## src/rtl/call_stack_unit_pkg.sv

```systemverilog
// Shared CPU definitions for the call/return stack.
// Word width, fault codes and stack FSM states.
package call_stack_unit_pkg;

  localparam int DATA_W = 19;

  localparam logic [1:0] FC_NONE     = 2'b00;
  localparam logic [1:0] FC_OVF      = 2'b01;
  localparam logic [1:0] FC_UNF      = 2'b10;
  localparam logic [1:0] FC_CONFLICT = 2'b11;

  typedef enum logic {
    NORMAL = 1'b0,
    FAULT  = 1'b1
  } cs_state_e;

endpackage

```

## src/rtl/call_stack_unit_lifo_mem.sv

```systemverilog
// Stack storage: synchronous write, asynchronous indexed read.
// Contents are not reset; sp tracks which entries are live.
module call_stack_unit_lifo_mem #(
  parameter int DATA_W = 19,
  parameter int DEPTH  = 8,
  parameter int AW     = $clog2(DEPTH)
) (
  input  logic              clk,
  input  logic              we_i,
  input  logic [AW-1:0]     wr_idx_i,
  input  logic [DATA_W-1:0] wr_data_i,
  input  logic [AW-1:0]     rd_idx_i,
  output logic [DATA_W-1:0] rd_data_o
);

  logic [DATA_W-1:0] mem_q [DEPTH];

  always_ff @(posedge clk) begin
    if (we_i) begin
      mem_q[wr_idx_i] <= wr_data_i;
    end
  end

  assign rd_data_o = mem_q[rd_idx_i];

endmodule

```

## src/rtl/call_stack_unit.sv

```systemverilog
// Execute-stage LIFO for push/pop/ret with overflow,
// underflow and conflict faults; cleared only by rst.
module call_stack_unit
  import call_stack_unit_pkg::*;
#(
  parameter  int DATA_W = call_stack_unit_pkg::DATA_W,
  parameter  int DEPTH  = 8,
  localparam int SP_W   = $clog2(DEPTH + 1),
  localparam int AW     = $clog2(DEPTH)
) (
  input  logic              clk,
  input  logic              rst,
  input  logic              hazard,
  input  logic              push,
  input  logic              pop,
  input  logic              ret,
  input  logic [DATA_W-1:0] push_data,
  output logic [DATA_W-1:0] pop_data,
  output logic              pop_valid,
  output logic [DATA_W-1:0] ret_addr,
  output logic              ret_valid,
  output logic [SP_W-1:0]   sp,
  output logic              empty,
  output logic              full,
  output logic              fault,
  output logic [1:0]        fault_code
);

  cs_state_e         state_q, state_d;
  logic [SP_W-1:0]   sp_q, sp_d;
  logic [DATA_W-1:0] pop_data_q, pop_data_d;
  logic [DATA_W-1:0] ret_addr_q, ret_addr_d;
  logic              pop_valid_q, pop_valid_d;
  logic              ret_valid_q, ret_valid_d;
  logic [1:0]        fc_q, fc_d;

  logic [2:0]        req;
  logic              is_push, is_pop, is_ret, is_multi;
  logic              we;
  logic [AW-1:0]     wr_idx, rd_idx;
  logic [DATA_W-1:0] top_word;
  logic              sp_empty, sp_full;

  assign req      = {push, pop, ret} & {3{~hazard}};
  assign is_push  = (req == 3'b100);
  assign is_pop   = (req == 3'b010);
  assign is_ret   = (req == 3'b001);
  assign is_multi = ($countones(req) > 1);

  assign sp_empty = (sp_q == '0);
  assign sp_full  = (sp_q == SP_W'(DEPTH));

  // Index truncation is safe: write is gated by !full, read by !empty.
  assign wr_idx = AW'(sp_q);
  assign rd_idx = AW'(sp_q - SP_W'(1));

  call_stack_unit_lifo_mem #(
    .DATA_W(DATA_W),
    .DEPTH (DEPTH),
    .AW    (AW)
  ) u_mem (
    .clk      (clk),
    .we_i     (we),
    .wr_idx_i (wr_idx),
    .wr_data_i(push_data),
    .rd_idx_i (rd_idx),
    .rd_data_o(top_word)
  );

  always_comb begin
    state_d     = state_q;
    sp_d        = sp_q;
    pop_data_d  = pop_data_q;
    ret_addr_d  = ret_addr_q;
    pop_valid_d = 1'b0;
    ret_valid_d = 1'b0;
    fc_d        = fc_q;
    we          = 1'b0;
    if (state_q == NORMAL) begin
      unique case (1'b1)
        is_multi: begin
          state_d = FAULT;
          fc_d    = FC_CONFLICT;
        end
        is_push: begin
          if (sp_full) begin
            state_d = FAULT;
            fc_d    = FC_OVF;
          end else begin
            we   = 1'b1;
            sp_d = sp_q + SP_W'(1);
          end
        end
        is_pop: begin
          if (sp_empty) begin
            state_d = FAULT;
            fc_d    = FC_UNF;
          end else begin
            pop_data_d  = top_word;
            pop_valid_d = 1'b1;
            sp_d        = sp_q - SP_W'(1);
          end
        end
        is_ret: begin
          if (sp_empty) begin
            state_d = FAULT;
            fc_d    = FC_UNF;
          end else begin
            ret_addr_d  = top_word;
            ret_valid_d = 1'b1;
            sp_d        = sp_q - SP_W'(1);
          end
        end
        default: ;
      endcase
    end
  end

  always_ff @(posedge clk) begin
    if (rst) begin
      state_q     <= NORMAL;
      sp_q        <= '0;
      pop_data_q  <= '0;
      ret_addr_q  <= '0;
      pop_valid_q <= 1'b0;
      ret_valid_q <= 1'b0;
      fc_q        <= FC_NONE;
    end else begin
      state_q     <= state_d;
      sp_q        <= sp_d;
      pop_data_q  <= pop_data_d;
      ret_addr_q  <= ret_addr_d;
      pop_valid_q <= pop_valid_d;
      ret_valid_q <= ret_valid_d;
      fc_q        <= fc_d;
    end
  end

  assign pop_data   = pop_data_q;
  assign pop_valid  = pop_valid_q;
  assign ret_addr   = ret_addr_q;
  assign ret_valid  = ret_valid_q;
  assign sp         = sp_q;
  assign empty      = sp_empty;
  assign full       = sp_full;
  assign fault      = (state_q == FAULT);
  assign fault_code = fc_q;

endmodule

```

## config.mk

```make
export PLATFORM = sky130hd
export DESIGN_NAME = call_stack_unit
export DESIGN_NICKNAME = d
export VERILOG_FILES = /design/src/rtl/call_stack_unit_pkg.sv /design/src/rtl/call_stack_unit_lifo_mem.sv /design/src/rtl/call_stack_unit.sv
export SDC_FILE = /design/constraint.sdc
export NUM_CORES = 1
export LEC_CHECK = 0
export ABC_CLOCK_PERIOD_IN_PS = 4500
export BUFFER_PORTS_ARGS = -buffer_cell sky130_fd_sc_hd__buf_2
export CAP_MARGIN = 20
export CORE_MARGIN = 2
export CORE_UTILIZATION = 40
export CTS_CLUSTER_SIZE = 16
export DETAILED_ROUTE_END_ITERATION = 8
export PLACE_DENSITY_LB_ADDON = 0.05
export RECOVER_POWER = 25
export SKIP_LAST_GASP = 1
export SLEW_MARGIN = 20
export SYNTH_ARGS = -nofsm -noshare
export SYNTH_HDL_FRONTEND = slang
export SYNTH_HIERARCHICAL = 1
export SYNTH_SLANG_ARGS = --single-unit
```

## constraint.sdc

```tcl
create_clock -name clk -period 4.5 [get_ports clk]
set_clock_uncertainty 0.1 [all_clocks]
set_input_delay 0.225 -clock clk [delete_from_list [all_inputs] [get_ports clk]]
set_output_delay 0.225 -clock clk [all_outputs]
set_load 0.01 [all_outputs]
```

# Yosys cells after proc, flatten, opt, wreduce, memory -nomap -nowiden
# Memories as Yosys holds them, arrays and structs flattened.
# Index checks and enable logic that the tools add are counted.
[totals] register_bits=47 mem_bits_rw=152 in_bits=25 out_inout_bits=49 wordCells=53 memories=1
[classes] n_addsub=4 order_cmp=1 eq_ne=8 muxes=16 bitwise_logic=6 reduce_logical=10
[memory_table] name="u_mem.mem_q" words=8 word_bits=19 read_ports=1 rd_ports_with_merged_regs=0 wr=1 line="call_stack_unit_lifo_mem.sv:16" rtl="logic [DATA_W-1:0] mem_q [DEPTH];"
[op_table] cell="2-to-1 mux 1 bit" n=9
[op_table] cell="2-to-1 mux 4 bit" n=2
[op_table] cell="case mux 4 bit (2 select lines)" n=1
[op_table] cell="AND reduction 4 bit" n=2
[op_table] cell="inequality test 2 bit, second input constant" n=3
[op_table] cell="case mux 2 bit (3 select lines)" n=1
[op_table] cell="AND reduction 3 bit" n=2
[op_table] cell="OR reduction 3 bit" n=2
[op_table] cell="NOT 1 bit" n=5
[op_table] cell="adder 4 x 1 -> 4 bit, second input constant" n=1
[op_table] cell="== test 4 bit, second input constant" n=1
[op_table] cell="logical NOT 4 bit" n=1
[op_table] cell="2-to-1 mux 2 bit" n=2
[op_table] cell="subtractor 4 x 1 -> 4 bit, second input constant" n=1
[op_table] cell="adder 2 x 1 -> 3 bit" n=1
[op_table] cell="AND 3 bit" n=1
[op_table] cell="== test 3 x 1 -> 1 bit, second input constant" n=1
[op_table] cell="== test 3 x 2 -> 1 bit, second input constant" n=1
[op_table] cell="== test 3 bit, second input constant" n=1
[op_table] cell="> comparator 3 x 1 -> 1 bit, second input constant" n=1
[op_table] cell="case mux 1 bit (3 select lines)" n=1
[op_table] cell="nonzero test 3 bit" n=1
[op_table] cell="adder 1 x 1 -> 2 bit" n=1
[op_table] cell="inequality test 2 x 1 -> 1 bit, second input constant" n=1
[op_table] cell="other kinds (2)" n=2

# Longest topological paths before layout
[logic_depth] ltp_word=7 depth_mapped=9 mapped_depth_nobuf=7

# By module
# Netlist, hierarchy kept.
[by_module_without_submodules] mod="call_stack_unit_lifo_mem" instances=1 cells_each=232 area_each_um2=5879.4 seq_area_each_um2=4564.4
[by_module_without_submodules] mod="call_stack_unit" instances=1 cells_each=203 area_each_um2=1993.2 seq_area_each_um2=940.9

# Least setup slack after synthesis
# Ideal clock, no wire load.
[synth_timing] kind="register to register" start="register sp_q[0] (netlist: sp[0])" end="memory u_mem.mem_q[0][0] (enable)" setup_ps=419 t_arrival_ps=2856 t_required_ps=3981 path_slack_ps=1125 stages_incl_launch_ff=7 path_buffers=0 synth_period_minus_slack_ps=3375 cell_sequence="dfxtp_1 inv_1 ha_1 and3b_1 nor3_1 nand2b_1 nor3_1"
[synth_between] elab_chain_len=6
[synth_rtl] item="start: declaration" line="call_stack_unit.sv:30" rtl="logic [SP_W-1:0] sp_q, sp_d;"
[synth_rtl] item="start signal: assignment" line="call_stack_unit.sv:130" rtl="sp_q <= sp_d;"
[synth_rtl] item="== test 4 bit" line="call_stack_unit.sv:51" rtl="assign sp_full = (sp_q == SP_W'(DEPTH));"
[synth_rtl] item="named net full" line="call_stack_unit.sv:24" rtl="output logic full,"
[synth_rtl] item="2-to-1 mux 1 bit" line="call_stack_unit.sv:86" rtl="if (sp_full) begin"
[synth_rtl] item="2-to-1 mux 1 bit" line="call_stack_unit.sv:80" rtl="unique case (1'b1)"
[synth_rtl] item="2-to-1 mux 1 bit" line="call_stack_unit.sv:79" rtl="if (state_q == NORMAL) begin"
[synth_rtl] item="named net we" line="call_stack_unit.sv:39" rtl="logic we;"
[synth_rtl] item="2-to-1 mux 1 bit" line="call_stack_unit_lifo_mem.sv:19" rtl="if (we_i) begin"
[synth_rtl] item="2-to-1 mux 1 bit (not written as such)" line="call_stack_unit_lifo_mem.sv:20" rtl="mem_q[wr_idx_i] <= wr_data_i;"
[synth_rtl] item="end: declaration" line="call_stack_unit_lifo_mem.sv:16"
# The timed path passes the listed nets, and every way through them passes these cells.

# Worst setup path after layout
[layout_timing] start="register sp_q[0] (netlist: sp[0])" end="memory u_mem.mem_q[3][17] (enable)"
[layout_between] elab_chain_len=6
[layout_rtl] item="== test 4 bit" line="call_stack_unit.sv:51"
[layout_rtl] item="2-to-1 mux 1 bit" line="call_stack_unit.sv:86"
[layout_rtl] item="2-to-1 mux 1 bit" line="call_stack_unit.sv:80"
[layout_rtl] item="2-to-1 mux 1 bit" line="call_stack_unit.sv:79"
[layout_rtl] item="named net we" line="call_stack_unit.sv:39"
[layout_rtl] item="2-to-1 mux 1 bit" line="call_stack_unit_lifo_mem.sv:19"
[layout_rtl] item="2-to-1 mux 1 bit (not written as such)" line="call_stack_unit_lifo_mem.sv:20"
# The timed path passes the listed nets, and every way through them passes these cells.

==> flow_metrics.env <==
export IMPL_status="completed"
export IMPL_worst_path_largest_cell_delay_ns=0.59
export IMPL_postSynthRegisterBits=199
export IMPL_final_min_clock_period_ns=2.860
export IMPL_crit_path_cell_trace="inv_2, ha_1, and3b_1, nor3_1, nand2b_1, nor2_2, buf_4"
export IMPL_globalRoute_totalOverflow=0
export IMPL_synth_top_cells_by_count="edfxtp_1, nor2_1, dfxtp_1, mux2i_1, mux4_2"
export IMPL_yosys_area_top_type="edfxtp_1"
export IMPL_initial_core_util_pct=40.58
export IMPL_grt_pass1_wl_um=24140
export IMPL_synthMostInstantiatedCell="edfxtp_1"
export IMPL_max_cap_violations=0
export IMPL_core_rowCount=51
export IMPL_drc=0
export IMPL_die_height_um=144.3
export IMPL_cts_tree="done"
export IMPL_cts_path_max_buffers=2
export IMPL_postSynthCellCount=435
export IMPL_placed_cells_incl_taps=765
export IMPL_yosys_top_cells_area="edfxtp_1, dfxtp_1, mux4_2, mux2i_1, mux2_4"
export IMPL_yosys_most_used_dff="edfxtp_1"
export IMPL_rsz_0062_raised_after_global_routing="no"
export IMPL_tritoncts_buffers=17
export IMPL_arrival_ns=2.87
export IMPL_critical_path_required_ns=4.51
export IMPL_post_dp_hpwl_um=9639
export IMPL_clockRootBuffer="clkbuf_16"
export IMPL_die_x_um=144.3
export IMPL_netlist_cell_type_count=43
export IMPL_layout_drive_gt1_share_pct=30.91
export IMPL_power_per_standard_cell_area_nw_per_um2=432.9
export IMPL_buffer_ports_inserted=73
export IMPL_critical_path_class="flip-flop to flip-flop"
export IMPL_htree_num_levels=4
export IMPL_floorplan_die_area_sq_um=20820
export IMPL_total_power_w=0.004025
export IMPL_worst_slew_margin_rel_pct=40.88
export IMPL_ir_drop_mv=0.2877
export IMPL_drt_wl_total_um=15860
export IMPL_slowest_stage_cell_cp="dfxtp_1"
export IMPL_ys_warn_count=6
export IMPL_layout_area_overhead_vs_synth_pct=18.10
export IMPL_grt_max_degree=49
export IMPL_synth_seq_area_share_pct=69.93
export IMPL_fill_cells=1715
export IMPL_io_pins=74
export IMPL_pre_antenna_drt_iters=5
export IMPL_antenna_violations_before_repair=0
export IMPL_synthesis_area_sq_um=7873
export IMPL_worst_skew_pair_late_latency_ns=0.43
export IMPL_p_leak_nw=3.314
export IMPL_routed_via_count_divided_by_cell_count=5.069
export IMPL_final_max_slew_violation_count=0
export IMPL_dr_total_vias=4131
export IMPL_first_global_vias=4060
export IMPL_timing_critical_path_fanout_max=14
export IMPL_worst_slew_pin_slew_ns=0.8868
export IMPL_diodes=0
export IMPL_worst_setup_path_start_kind="flip-flop"
export IMPL_finalCritPeriodShare_pct=63.55
export IMPL_finalSetupTns_ns=0
export IMPL_clock_fmax_mhz=349.7
export IMPL_globalplace_congestion=0.7640
export IMPL_core_sq_um=19400
export IMPL_mean_routed_wirelength_per_cell_um=19.46
export IMPL_endpoint_kind="flip-flop"
export IMPL_synth_avg_cell_area_sq_um=18.10
export IMPL_finalSetupViolCount=0
export IMPL_worst_setup_hold_path_clk_slew_ns=0.07
export IMPL_synth_top_area_share_pct=57.98
export IMPL_asyncSetResetFlopFracSynth_pct=0
export IMPL_hold_viol_final=0
export IMPL_buffers_inserted_by_post_cts_timing_repair=0
export IMPL_drt_iter0_drc=198
export IMPL_clock_sinks=199
export IMPL_cts_repair_resize_count=0
export IMPL_syn_nets=462
export IMPL_synth_edff_count=152
export IMPL_gr_usage_all_layers_pct=16.10
export IMPL_final_net_count=564
export IMPL_final_instance_count_excl_fillers=815
export IMPL_worst_min_delay_path_category="primary input to flip-flop"
export IMPL_drtAntennaViolNets=0
## repair_timing
item	4_1_cts	5_1_grt
endpoints found under the setup margin	0	0
hold buffers	18	0
endpoints found under the hold margin	144	0
## where the power goes
group | switching (W) | total (W) | internal [W]
sequential | 0.0000259 | 0.00203 | 0.00200
clock | 0.000653 | 0.00145 | 0.000794
combinational | 0.000289 | 0.000551 | 0.000262
total | 0.000968 | 0.00402 | 0.00306
## state kept, by name (all words and copies together) (netlist names)
register	count
fault	1
fault_code	2
pop_data	19
pop_valid	1
ret_addr	19
ret_valid	1
sp	4
u_mem/mem_q	152
## routing by layer
| metal | share of wire [%] | vias to the layer above | GRT usage, % |
|---|---|---|---|
| met5 | 0 | - | 0 |
| met4 | 1.1 | 0 | 4.905 |
| met3 | 3.3 | 17 | 3.675 |
| met2 | 46 | 78 | 24.69 |
| met1 | 49 | 2130 | 23.05 |
| li1 | - | 1906 | - |
## path summary, 6_finish.rpt
check	startpoint	to	slack, ns	depth (start not counted)
setup / recovery	sp[0]	u_mem/mem_q[3][17]	1.64	7
hold / removal	hazard	fault	0.05	4
setup reg to reg	sp[0]	u_mem/mem_q[3][17]	1.64	7
hold reg to reg	fault_code[0]	fault_code[0]	0.38	2
## layout by cell type (no fill, tap or decap), types with 6 or more instances in the layout
cell type and n:
nor3_1 6, clkbuf_16 19, edfxtp_1 152, clkbuf_1 17, nand2b_1 6, mux4_2 29, mux2_4 18, dlygate4sd3_1 18
nor2_1 45, buf_2 59, a21oi_1 7, mux2i_1 38, dfxtp_1 47, mux4_1 9, buf_4 15, nor2_2 6
## per-stage QoR
step	setup slack, ns	area, sq um	util (%)	hold slack [ns]
floorplan	1.125	7873	-	0.2239
global placement	1.640	8571	44.18	0.3627
detailed placement	1.611	8571	44.18	0.3685
CTS	1.605	9315	48.02	0.009397
global route	1.438	9298	47.93	0.07877
finish	1.640	9298	47.93	0.04918
## critical path, delay by kind of cell, from the launching register on
family	cells	cell delay (ns)
adder cells (fa/ha/maj)	1	0.31
buffers and inverters	2	0.40
flip-flops	1	0.59
AND/OR/NAND/NOR	4	1.15
## cell families after synthesis
kind of cell / after synthesis / synth area share [%]
compound gates: 20 / 1.828
mux: 96 / 19.85
simple gates: 87 / 5.372
flops: 199 / 69.93
xor+xnor: 3 / 0.3338
buf+inv: 28 / 2.368
fa+ha+maj: 2 / 0.3178
## cell type report
cell class	count	area (sq um)	area share [%]
Clock inverter	9	63.81	0.6863
Clock buffer	23	500.5	5.383
Sequential cell	199	5505	59.21
Timing Repair Buffer	106	640.6	6.890
Multi-Input combinational cell	208	2237	24.06
Inverter	5	18.77	0.2019
Tap cell	265	331.6	3.566
No activity file was read; power rests on OpenSTA's default activity.
